[src/rtl/pc_redirect_ctrl_pkg.sv]
// Shared types and constants for the fetch-PC redirect controller (package pc_ctrl_pkg).
// Source encodings are ordered so that a larger value always means a higher priority.
package pc_ctrl_pkg;

  typedef enum logic [1:0] {
    RUN   = 2'd0,
    HOLD  = 2'd1,
    FLUSH = 2'd2
  } state_e;

  typedef enum logic [1:0] {
    SRC_NONE = 2'd0,
    SRC_BR   = 2'd1,
    SRC_ERET = 2'd2,
    SRC_EXC  = 2'd3
  } src_e;

  localparam logic [31:0] PC_INC = 32'd4;

  typedef struct packed {
    src_e        src;
    logic [31:0] target;
    logic        flush;
  } redirect_t;

  localparam redirect_t NO_REDIRECT = '{src: SRC_NONE, target: 32'd0, flush: 1'b0};

  function automatic logic [31:0] sat_inc(input logic [31:0] v);
    return (v == 32'hFFFF_FFFF) ? v : v + 32'd1;
  endfunction

endpackage

[src/rtl/pc_redirect_ctrl_if.sv]
// Request/status bundle between the pipeline and the PC redirect controller.
// The pipeline side is the master; the controller is the slave.
interface pc_redirect_ctrl_if;
  logic        stall;
  logic        br_taken;
  logic [31:0] br_target;
  logic        exc_req;
  logic        eret_req;
  logic [31:0] epc;
  logic [31:0] pc;
  logic        flush_ifid;
  logic        redirect_pend;
  logic [31:0] stat_br;
  logic [31:0] stat_held;

  modport master (
    output stall, br_taken, br_target, exc_req, eret_req, epc,
    input  pc, flush_ifid, redirect_pend, stat_br, stat_held
  );

  modport slave (
    input  stall, br_taken, br_target, exc_req, eret_req, epc,
    output pc, flush_ifid, redirect_pend, stat_br, stat_held
  );
endinterface

[src/rtl/pc_redirect_ctrl_arbiter.sv]
// Combinational priority select exc > eret > branch; produces source, target and flush flag.
// Zero latency; no backpressure of its own, losers are simply not reported.
module redirect_arbiter
  import pc_ctrl_pkg::*;
#(
  parameter logic [31:0] EXC_VECTOR = 32'h0000_0004,
  parameter bit          DELAY_SLOT = 1'b1
) (
  input  logic        exc_i,
  input  logic        eret_i,
  input  logic        br_i,
  input  logic [31:0] epc_i,
  input  logic [31:0] br_target_i,
  output redirect_t   req_o
);

  always_comb begin
    req_o = NO_REDIRECT;
    if (exc_i) begin
      req_o.src    = SRC_EXC;
      req_o.target = EXC_VECTOR;
      req_o.flush  = 1'b1;
    end else if (eret_i) begin
      req_o.src    = SRC_ERET;
      req_o.target = epc_i;
      req_o.flush  = 1'b1;
    end else if (br_i) begin
      req_o.src    = SRC_BR;
      req_o.target = br_target_i;
      // With a delay slot the instruction behind the branch is architecturally live.
      req_o.flush  = !DELAY_SLOT;
    end
  end

endmodule

[src/rtl/pc_redirect_ctrl.sv]
// Fetch-PC sequencer: redirect arbitration, stall-held redirects, IF/ID flush, 1-cycle redirect latency.
// Stats counters exist only when PC_REDIRECT_STATS_EN is defined; otherwise stat outputs read 0.
module pc_redirect_ctrl
  import pc_ctrl_pkg::*;
#(
  parameter logic [31:0] RESET_PC     = 32'h0000_0000,
  parameter logic [31:0] EXC_VECTOR   = 32'h0000_0004,
  parameter bit          DELAY_SLOT   = 1'b1,
  parameter int unsigned FLUSH_CYCLES = 1
) (
  input logic                clk,
  input logic                rst,
  pc_redirect_ctrl_if.slave  bus
);

  localparam logic [1:0] FLUSH_LOAD = 2'(FLUSH_CYCLES);

  state_e      state_q, state_d;
  logic [31:0] pc_q, pc_d;
  redirect_t   pend_q, pend_d;
  logic [1:0]  cnt_q, cnt_d;
  logic        flush_q;
  redirect_t   live;
  redirect_t   eff;

  redirect_arbiter #(
    .EXC_VECTOR (EXC_VECTOR),
    .DELAY_SLOT (DELAY_SLOT)
  ) u_arb (
    .exc_i       (bus.exc_req),
    .eret_i      (bus.eret_req),
    .br_i        (bus.br_taken),
    .epc_i       (bus.epc),
    .br_target_i (bus.br_target),
    .req_o       (live)
  );

  // Only a strictly higher-priority live request displaces the held one.
  assign eff = (live.src > pend_q.src) ? live : pend_q;

  always_comb begin
    state_d = state_q;
    pc_d    = pc_q;
    pend_d  = pend_q;
    cnt_d   = cnt_q;
    case (state_q)
      RUN: begin
        if (!bus.stall) begin
          if (live.src != SRC_NONE) begin
            pc_d = live.target;
            if (live.flush) begin
              state_d = FLUSH;
              cnt_d   = FLUSH_LOAD;
            end
          end else begin
            pc_d = pc_q + PC_INC;
          end
        end else if (live.src != SRC_NONE) begin
          pend_d  = live;
          state_d = HOLD;
        end
      end
      HOLD: begin
        if (!bus.stall) begin
          pc_d    = eff.target;
          pend_d  = NO_REDIRECT;
          state_d = eff.flush ? FLUSH : RUN;
          if (eff.flush) cnt_d = FLUSH_LOAD;
        end else begin
          pend_d = eff;
        end
      end
      FLUSH: begin
        // Only exceptions are honoured here; eret/branch cannot come from a flushed slot.
        if (!bus.stall) begin
          if (live.src == SRC_EXC) begin
            pc_d  = live.target;
            cnt_d = FLUSH_LOAD;
          end else begin
            pc_d = pc_q + PC_INC;
            if (cnt_q == 2'd1) state_d = RUN;
            else               cnt_d   = cnt_q - 2'd1;
          end
        end else if (live.src == SRC_EXC) begin
          pend_d  = live;
          state_d = HOLD;
        end
      end
      default: state_d = RUN;
    endcase
  end

  always_ff @(posedge clk) begin
    if (rst) begin
      state_q <= RUN;
      pc_q    <= RESET_PC;
      pend_q  <= NO_REDIRECT;
      cnt_q   <= 2'd0;
      flush_q <= 1'b0;
    end else begin
      state_q <= state_d;
      pc_q    <= pc_d;
      pend_q  <= pend_d;
      cnt_q   <= cnt_d;
      flush_q <= (state_d == FLUSH);
    end
  end

  assign bus.pc            = pc_q;
  assign bus.flush_ifid    = flush_q;
  assign bus.redirect_pend = (state_q == HOLD);

`ifdef PC_REDIRECT_STATS_EN
  logic [31:0] stat_br_q, stat_held_q;
  logic        br_applied, held_applied;

  assign held_applied = (state_q == HOLD) && !bus.stall;
  assign br_applied   = (!bus.stall && (state_q == RUN)  && (live.src == SRC_BR)) ||
                        (held_applied && (eff.src == SRC_BR));

  always_ff @(posedge clk) begin
    if (rst) begin
      stat_br_q   <= 32'd0;
      stat_held_q <= 32'd0;
    end else begin
      if (br_applied)   stat_br_q   <= sat_inc(stat_br_q);
      if (held_applied) stat_held_q <= sat_inc(stat_held_q);
    end
  end

  assign bus.stat_br   = stat_br_q;
  assign bus.stat_held = stat_held_q;
`else
  assign bus.stat_br   = 32'd0;
  assign bus.stat_held = 32'd0;
`endif

endmodule

[src/flat_wrapper.sv]
// flat-port wrapper written by rule: the top's interface ports become plain ports
module pc_redirect_ctrl_flat import pc_ctrl_pkg::*;
#(
  parameter logic [31:0] RESET_PC     = 32'h0000_0000,
  parameter logic [31:0] EXC_VECTOR   = 32'h0000_0004,
  parameter bit          DELAY_SLOT   = 1'b1,
  parameter int unsigned FLUSH_CYCLES = 1
)
  (clk, rst, bus_stall, bus_br_taken, bus_br_target, bus_exc_req, bus_eret_req, bus_epc, bus_pc, bus_flush_ifid, bus_redirect_pend, bus_stat_br, bus_stat_held);
  pc_redirect_ctrl_if bus_i ();
  input logic clk;
  input logic rst;
  input wire logic [$bits(bus_i.stall)-1:0] bus_stall;
  input wire logic [$bits(bus_i.br_taken)-1:0] bus_br_taken;
  input wire logic [$bits(bus_i.br_target)-1:0] bus_br_target;
  input wire logic [$bits(bus_i.exc_req)-1:0] bus_exc_req;
  input wire logic [$bits(bus_i.eret_req)-1:0] bus_eret_req;
  input wire logic [$bits(bus_i.epc)-1:0] bus_epc;
  output wire logic [$bits(bus_i.pc)-1:0] bus_pc;
  output wire logic [$bits(bus_i.flush_ifid)-1:0] bus_flush_ifid;
  output wire logic [$bits(bus_i.redirect_pend)-1:0] bus_redirect_pend;
  output wire logic [$bits(bus_i.stat_br)-1:0] bus_stat_br;
  output wire logic [$bits(bus_i.stat_held)-1:0] bus_stat_held;
  assign bus_i.stall = bus_stall;
  assign bus_i.br_taken = bus_br_taken;
  assign bus_i.br_target = bus_br_target;
  assign bus_i.exc_req = bus_exc_req;
  assign bus_i.eret_req = bus_eret_req;
  assign bus_i.epc = bus_epc;
  assign bus_pc = bus_i.pc;
  assign bus_flush_ifid = bus_i.flush_ifid;
  assign bus_redirect_pend = bus_i.redirect_pend;
  assign bus_stat_br = bus_i.stat_br;
  assign bus_stat_held = bus_i.stat_held;
  pc_redirect_ctrl #(.RESET_PC(RESET_PC), .EXC_VECTOR(EXC_VECTOR), .DELAY_SLOT(DELAY_SLOT), .FLUSH_CYCLES(FLUSH_CYCLES)) u_core (.clk(clk), .rst(rst), .bus(bus_i));
endmodule
[config.mk]
export PLATFORM = sky130hd
export DESIGN_NAME = pc_redirect_ctrl_flat
export DESIGN_NICKNAME = d
export VERILOG_FILES = /design/src/rtl/pc_redirect_ctrl_pkg.sv /design/src/rtl/pc_redirect_ctrl_if.sv /design/src/rtl/pc_redirect_ctrl_arbiter.sv /design/src/rtl/pc_redirect_ctrl.sv /design/src/flat_wrapper.sv
export SDC_FILE = /design/constraint.sdc
export NUM_CORES = 1
export LEC_CHECK = 0
export BUFFER_PORTS_ARGS = -buffer_cell sky130_fd_sc_hd__buf_2
export CAP_MARGIN = 20
export CORE_MARGIN = 2
export CORE_UTILIZATION = 56
export CTS_CLUSTER_SIZE = 8
export DETAILED_ROUTE_END_ITERATION = 12
export PLACE_DENSITY_LB_ADDON = 0.05
export SLEW_MARGIN = 40
export SYNTH_ARGS = -nofsm -noshare
export SYNTH_HDL_FRONTEND = slang
export SYNTH_SLANG_ARGS = --single-unit
[constraint.sdc]
create_clock -name clk -period 4.65 [get_ports clk]
set_input_delay 0.465 -clock clk [delete_from_list [all_inputs] [get_ports clk]]
set_output_delay 0.465 -clock clk [all_outputs]
set_load 0.005 [all_outputs]
# [After elaboration in Yosys (flattened, before gate mapping)]
# Cells that the tools add are included.
[word_totals] regBits=72 inputBits=70
[classes] add_sub_neg=2 order_cmp=1 muxes=36 reduce_logical=7 eq_ne=16
[ops] op="2-to-1 mux 35 bit" count=8
[ops] op="2-to-1 mux 32 bit" count=5
[ops] op="case mux 35 bit (3 select lines)" count=1
[ops] op="case mux 32 bit (3 select lines)" count=1
[ops] op="2-to-1 mux 2 bit" count=18
[ops] op="2-to-1 mux 34 bit" count=1
[ops] op="adder 32 x 3 -> 32 bit (second input constant)" count=1
[ops] op="case mux 2 bit (3 select lines)" count=2
[ops] op="inequality test 2 bit (second input constant)" count=5
[ops] op="inequality test 2 x 1 -> 1 bit (second input constant)" count=4
[ops] op="AND reduction 8 bit" count=1
[ops] op="equality test 2 bit (second input constant)" count=3
[ops] op="inequality test 3 x 2 -> 1 bit (second input constant)" count=2
[ops] op="AND reduction 6 bit" count=1
[ops] op="AND reduction 5 bit" count=1
[ops] op="equality test 2 x 1 -> 1 bit (second input constant)" count=2
[ops] op="AND reduction 4 bit" count=1
[ops] op="nonzero test 3 bit" count=1
[ops] op="greater-than comparator 2 bit" count=1
[ops] op="zero test 2 bit" count=1
[ops] op="nonzero test 2 bit" count=1
[ops] op="subtractor 2 x 1 -> 2 bit (second input constant)" count=1

# [Logic depth before layout (Yosys ltp)]
[depth] ltp_word=9 ltp_mapped=12 depth_no_buf=8

# [Modules after synthesis]
# Synthesis repeated with hierarchy kept, for this count alone.
[unflattened] hier_cells=658 hier_area_um2=5310.1
[modules_own_cells] mod="pc_redirect_ctrl" cells_each=606 instances=1 area_each_um2=4883.4
[modules_own_cells] mod="redirect_arbiter" cells_each=52 instances=1 area_each_um2=426.7

# [Least setup slack after synthesis]
# OpenSTA, ideal clock, no wires.
[synth_path] kind="input -> register" startpoint="input port bus_exc_req" endpoint="register u_core.pc_q[4] (netlist: u_core.bus.pc[4])" setup_slack_ns=1.855 path_stages=11 setup_time_ns=0.131 arrival_time_ns=2.663 cell_sequence="buf_2 buf_2 buf_1 nor2_1 ha_1 and2b_1 o21a_1 buf_2 mux2_2 a221oi_1 nor3_1"
[synth_between] elab_chain_len=5
[synth_rtl] item="from (decl)" line="flat_wrapper.sv:16" source="input wire logic [$bits(bus_i.exc_req)-1:0] bus_exc_req;"
[synth_rtl] item="2-to-1 mux 35 bit (*)" line="pc_redirect_ctrl_arbiter.sv:19" source="if (exc_i) begin"
[synth_rtl] item="greater-than comparator 2 bit (tied with other cells)" line="pc_redirect_ctrl.sv:39" source="assign eff = (live.src > pend_q.src) ? live : pend_q;"
[synth_rtl] item="2-to-1 mux 35 bit (tied with other cells)" line="pc_redirect_ctrl.sv:39"
[synth_rtl] item="2-to-1 mux 32 bit (on tied branches)" line="pc_redirect_ctrl.sv:64, pc_redirect_ctrl.sv:48, pc_redirect_ctrl.sv:75"
[synth_rtl] item="case mux 32 bit (3 select lines) (*)" line="pc_redirect_ctrl.sv:46" source="case (state_q)"
[synth_rtl] item="to (signal assigned)" line="pc_redirect_ctrl.sv:102" source="pc_q <= pc_d;"
[synth_rtl] item="to (decl)" line="pc_redirect_ctrl.sv:19" source="logic [31:0] pc_q, pc_d;"
# Every way passes the cells marked *; elsewhere a longest branch is shown, timed or not. The select of a mux whose other input is x is not followed.
# A chain may end at the register's enable or synchronous reset.

# [Worst setup path after layout]
[layout_path] startpoint="input port bus_eret_req" endpoint="register u_core.pend_q[15] in the netlist's numbering"
[layout_between] elab_chain_len=6
[layout_rtl] item="from (decl)" line="flat_wrapper.sv:17" source="input wire logic [$bits(bus_i.eret_req)-1:0] bus_eret_req;"
[layout_rtl] item="2-to-1 mux 35 bit (*)" line="pc_redirect_ctrl_arbiter.sv:23" source="end else if (eret_i) begin"
[layout_rtl] item="2-to-1 mux 35 bit (*)" line="pc_redirect_ctrl_arbiter.sv:19"
[layout_rtl] item="greater-than comparator 2 bit" line="pc_redirect_ctrl.sv:39"
[layout_rtl] item="2-to-1 mux 35 bit" line="pc_redirect_ctrl.sv:39"
[layout_rtl] item="2-to-1 mux 35 bit" line="pc_redirect_ctrl.sv:64" source="if (!bus.stall) begin"
[layout_rtl] item="case mux 35 bit (3 select lines)" line="pc_redirect_ctrl.sv:46"
[layout_rtl] item="to (signal assigned)" line="pc_redirect_ctrl.sv:103" source="pend_q <= pend_d;"
[layout_rtl] item="to (decl)" line="pc_redirect_ctrl.sv:20" source="redirect_t pend_q, pend_d;"
# Marked as above.

==> results.cfg <==
[die]
die_y_um = 99.2
die_x_um = 99.2
die-area_um2 = 9840
row_count = 34
ioPinCount = 168
core_um2 = 8760
start_util_pct = 57.9

[placement]
portBuffers = 103
placed_area_um2 = 5350
place_congestion = 0.967
dp_hpwl_mm = 11.1

[global_routing]
grt_max_degree = 65
grt_pass1_wl_mm = 24.7
antenna_found_initial = 0
grtUsageTotal_pct = 31.5
overflow = 0
grt_pass1_vias = 4640

[synthesis]
synth_top_area_share_pct = 28.4
synthCells = 647
yosysWarnings = 0
syn_avg_cell_area_um2 = 7.84
synth_seq_cells = 72
synth_enable_flop_cells = 0
synthDistinctLibCells = 68
yosysSeqAreaShare_pct = 28.4
ys_top_cells_by_area = dfxtp_1 (28%), buf_4 (9.6%), a22oi_1 (8.0%)
synth_area_um2 = 5070
synthFlopType = dfxtp_1
async_reset_ff_share_pct = 0
yosysTopAreaCell = dfxtp_1

[pwr]
switching_share_pct = 38.1
comb_power_share_pct = 32.9
seqPwrFrac_pct = 40.2
switching_power_uw = 696
ir_drop_v = 0.000148
clkPwrFrac_pct = 26.9
p_int_uw = 1130
p_leak_uw = 0.00236
powerDensity_nw_per_um2 = 330

[sta]
period_needed_ns = 3.30
fmax_mhz = 303
fin_tns_setup_ns = 0
rsz0062_at_grt = no
setup_violations = 0
worst_pin_slew_ns = 0.831
fin_crit_sh_pct = 71.1
hold_violations = 0
slew_viol_final = 0
maxSlewHeadroom_pct = 44.4
fin_skew_ns = 0.0111

[clock_network]
postCtsHoldBufs = 0
htreeDepth = 3
root_buffer = clkbuf_8
cts_buffers = 9
clock_latency_ns = 0.35
clockBufferDepth = 2
cts_setup_buffers = 0
numClockSinks = 72
ctsResizeCount = 0
cts_tree = yes
path_clk_slew_ns = 0.08

[drt]
via_per_inst = 6.30
drt-pass1-iter-count = 5
via_count = 5253
ant_nets = 0
wl_per_cell_um = 18.8
drt_wl_total_mm = 15.7
drc = 0
drtIter0Drc = 497

[critical_path]
crit_path_end_kind = register
cp_max_fo = 33
cp.required_ns = 4.94
cp_data_arrival_time_ns = 3.59
worst_setup_path_start_kind = input port
critPathKind = input port to register

[status]
status = finished, final reports clean

[final_layout]
drive_gt1_share_pct = 20.9
area.growth.synth_to_final_pct = 9.10
stdcell_area_um2 = 5540
diodes = 0
nNetsFinal = 800
post-route-util_pct = 63.2

[flow_run]
maxCapViolCount = 0

[worst_hold_path]
min_path_type = register to register
[metrics by stage]
step	cells	setup slack, ns	hold WS (ns)	power (uW)
4_1_cts	834	1.42	0.475	1810
2_1_floorplan	710	1.86	0.438	1180
6_report	834	1.35	0.474	1830
5_1_grt	834	1.22	0.520	1920
3_3_place_gp	817	1.21	0.449	1300
3_5_place_dp	819	1.09	0.457	1330
[kinds of logic (layout without fill, tap and decap cells)]
logic type / Yosys count / in the layout / synth area share, %
AND/OR/NAND/NOR: 214 / 214 / 21.2
AO/OA/AOI/OAI: 205 / 205 / 29.9
buffers and inverters: 131 / 147 / 15.3
flip-flops: 72 / 72 / 28.4
multiplexers: 14 / 14 / 2.84
adder cells (fa/ha/maj): 8 / 8 / 1.97
XOR/XNOR: 2 / 2 / 0.345
other: 1 / 64 / 0.0739
[per-layer routing]
layer / vias up / GRT usage (%) / part of all wire [%]
met1: 2450 / 46.6 / 43
met2: 345 / 47.0 / 43
met3: 26 / 5.34 / 12
met5: - / 0 / 0
met4: 0 / 9.06 / 1.7
li1: 2432 / - / -
[synth_stat cells (3+ instances only)]
cell type / n
nor2_1: 80
dfxtp_1: 72
buf_4: 65
a22oi_1: 54
nand2_1: 42
buf_2: 26
o21ai_0: 22
a21oi_1: 20
clkbuf_1: 20
a221oi_1: 19
inv_1: 17
nor3_1: 14
nand3_1: 13
a31oi_1: 11
and3_1: 11
mux2i_1: 11
nand4_1: 10
a211oi_1: 9
a32o_1: 9
ha_1: 8
o211ai_1: 8
o21ai_1: 8
and2_1: 6
a21o_1: 5
o211a_1: 5
and4_1: 4
nor2b_1: 4
nor4_1: 4
o22ai_1: 4
o32ai_1: 4
or4_1: 4
a222oi_1: 3
mux2_2: 3
nand2b_1: 3
nand3b_1: 3
[flip-flops by register name (all words and copies together) (netlist names)]
| register | flops |
|---|---|
| u_core.cnt_q | 2 |
| u_core.pend_q | 35 |
| u_core.state_q | 2 |
| u_core.bus.pc | 32 |
| u_core.bus.flush_ifid | 1 |
[worst max-delay path: stages]
cell	delay [ns]
buf_2	0.28
or2_2	0.43
ha_1	0.31
and2b_1	0.21
o21a_1	0.45
o21ai_2	0.77
buf_4	0.41
a22oi_1	0.15
nor2_1	0.11
[worst paths after layout]
kind | cells past startpoint | endpoint | from | slack [ns]
hold / removal | 2 | u_core.cnt_q[1] | u_core.cnt_q[1] | 0.47
setup reg to reg | 8 | u_core.pend_q[15] | u_core.pend_q[34] | 1.80
hold reg to reg | 2 | u_core.cnt_q[1] | u_core.cnt_q[1] | 0.47
setup / recovery | 9 | u_core.pend_q[15] | bus_eret_req | 1.35
[area by class of cell]
cell class	instances	area [um2]
clock inverters	6	61.3
multi-input cells	507	3100
inverters	18	67.6
flip-flops and latches	72	1440
fillers	817	3230
well taps	108	135
repair buffers	114	606
clock buffers	9	124
[power groups by stage]
stage	clock, uW	combinational (uW)	sequential, uW
after floorplan	0	441	735
after global placement	0	562	743
after detailed placement	0	582	746
after CTS	492	585	732
after global routing	522	652	743
final	492	600	734
[cell usage in the layout (no fill, tap or decap), types with 4 or more instances in the layout]
cell type | netlist | final
ha_1 | 8 | 8
buf_2 | 26 | 103
nor4_1 | 4 | 4
nand3_1 | 13 | 13
nand2_1 | 42 | 42
o21ai_0 | 22 | 22
nand4_1 | 10 | 10
a21oi_1 | 20 | 20
o32ai_1 | 4 | 4
a32o_1 | 9 | 9
nor3_1 | 14 | 14
or4_1 | 4 | 4
buf_4 | 65 | 9
mux2i_1 | 11 | 11
a31oi_1 | 11 | 11
a21o_1 | 5 | 5
a221oi_1 | 19 | 19
and2_1 | 6 | 6
o22ai_1 | 4 | 4
o21ai_1 | 8 | 8
nor2_1 | 80 | 80
dfxtp_1 | 72 | 72
o211a_1 | 5 | 5
o211ai_1 | 8 | 8
clkbuf_8 | 0 | 9
a22oi_1 | 54 | 54
and3_1 | 11 | 11
and4_1 | 4 | 4
a211oi_1 | 9 | 9
conb_1 | 1 | 64
inv_1 | 17 | 17
Note: power is estimated with default switching activity, not from simulation.
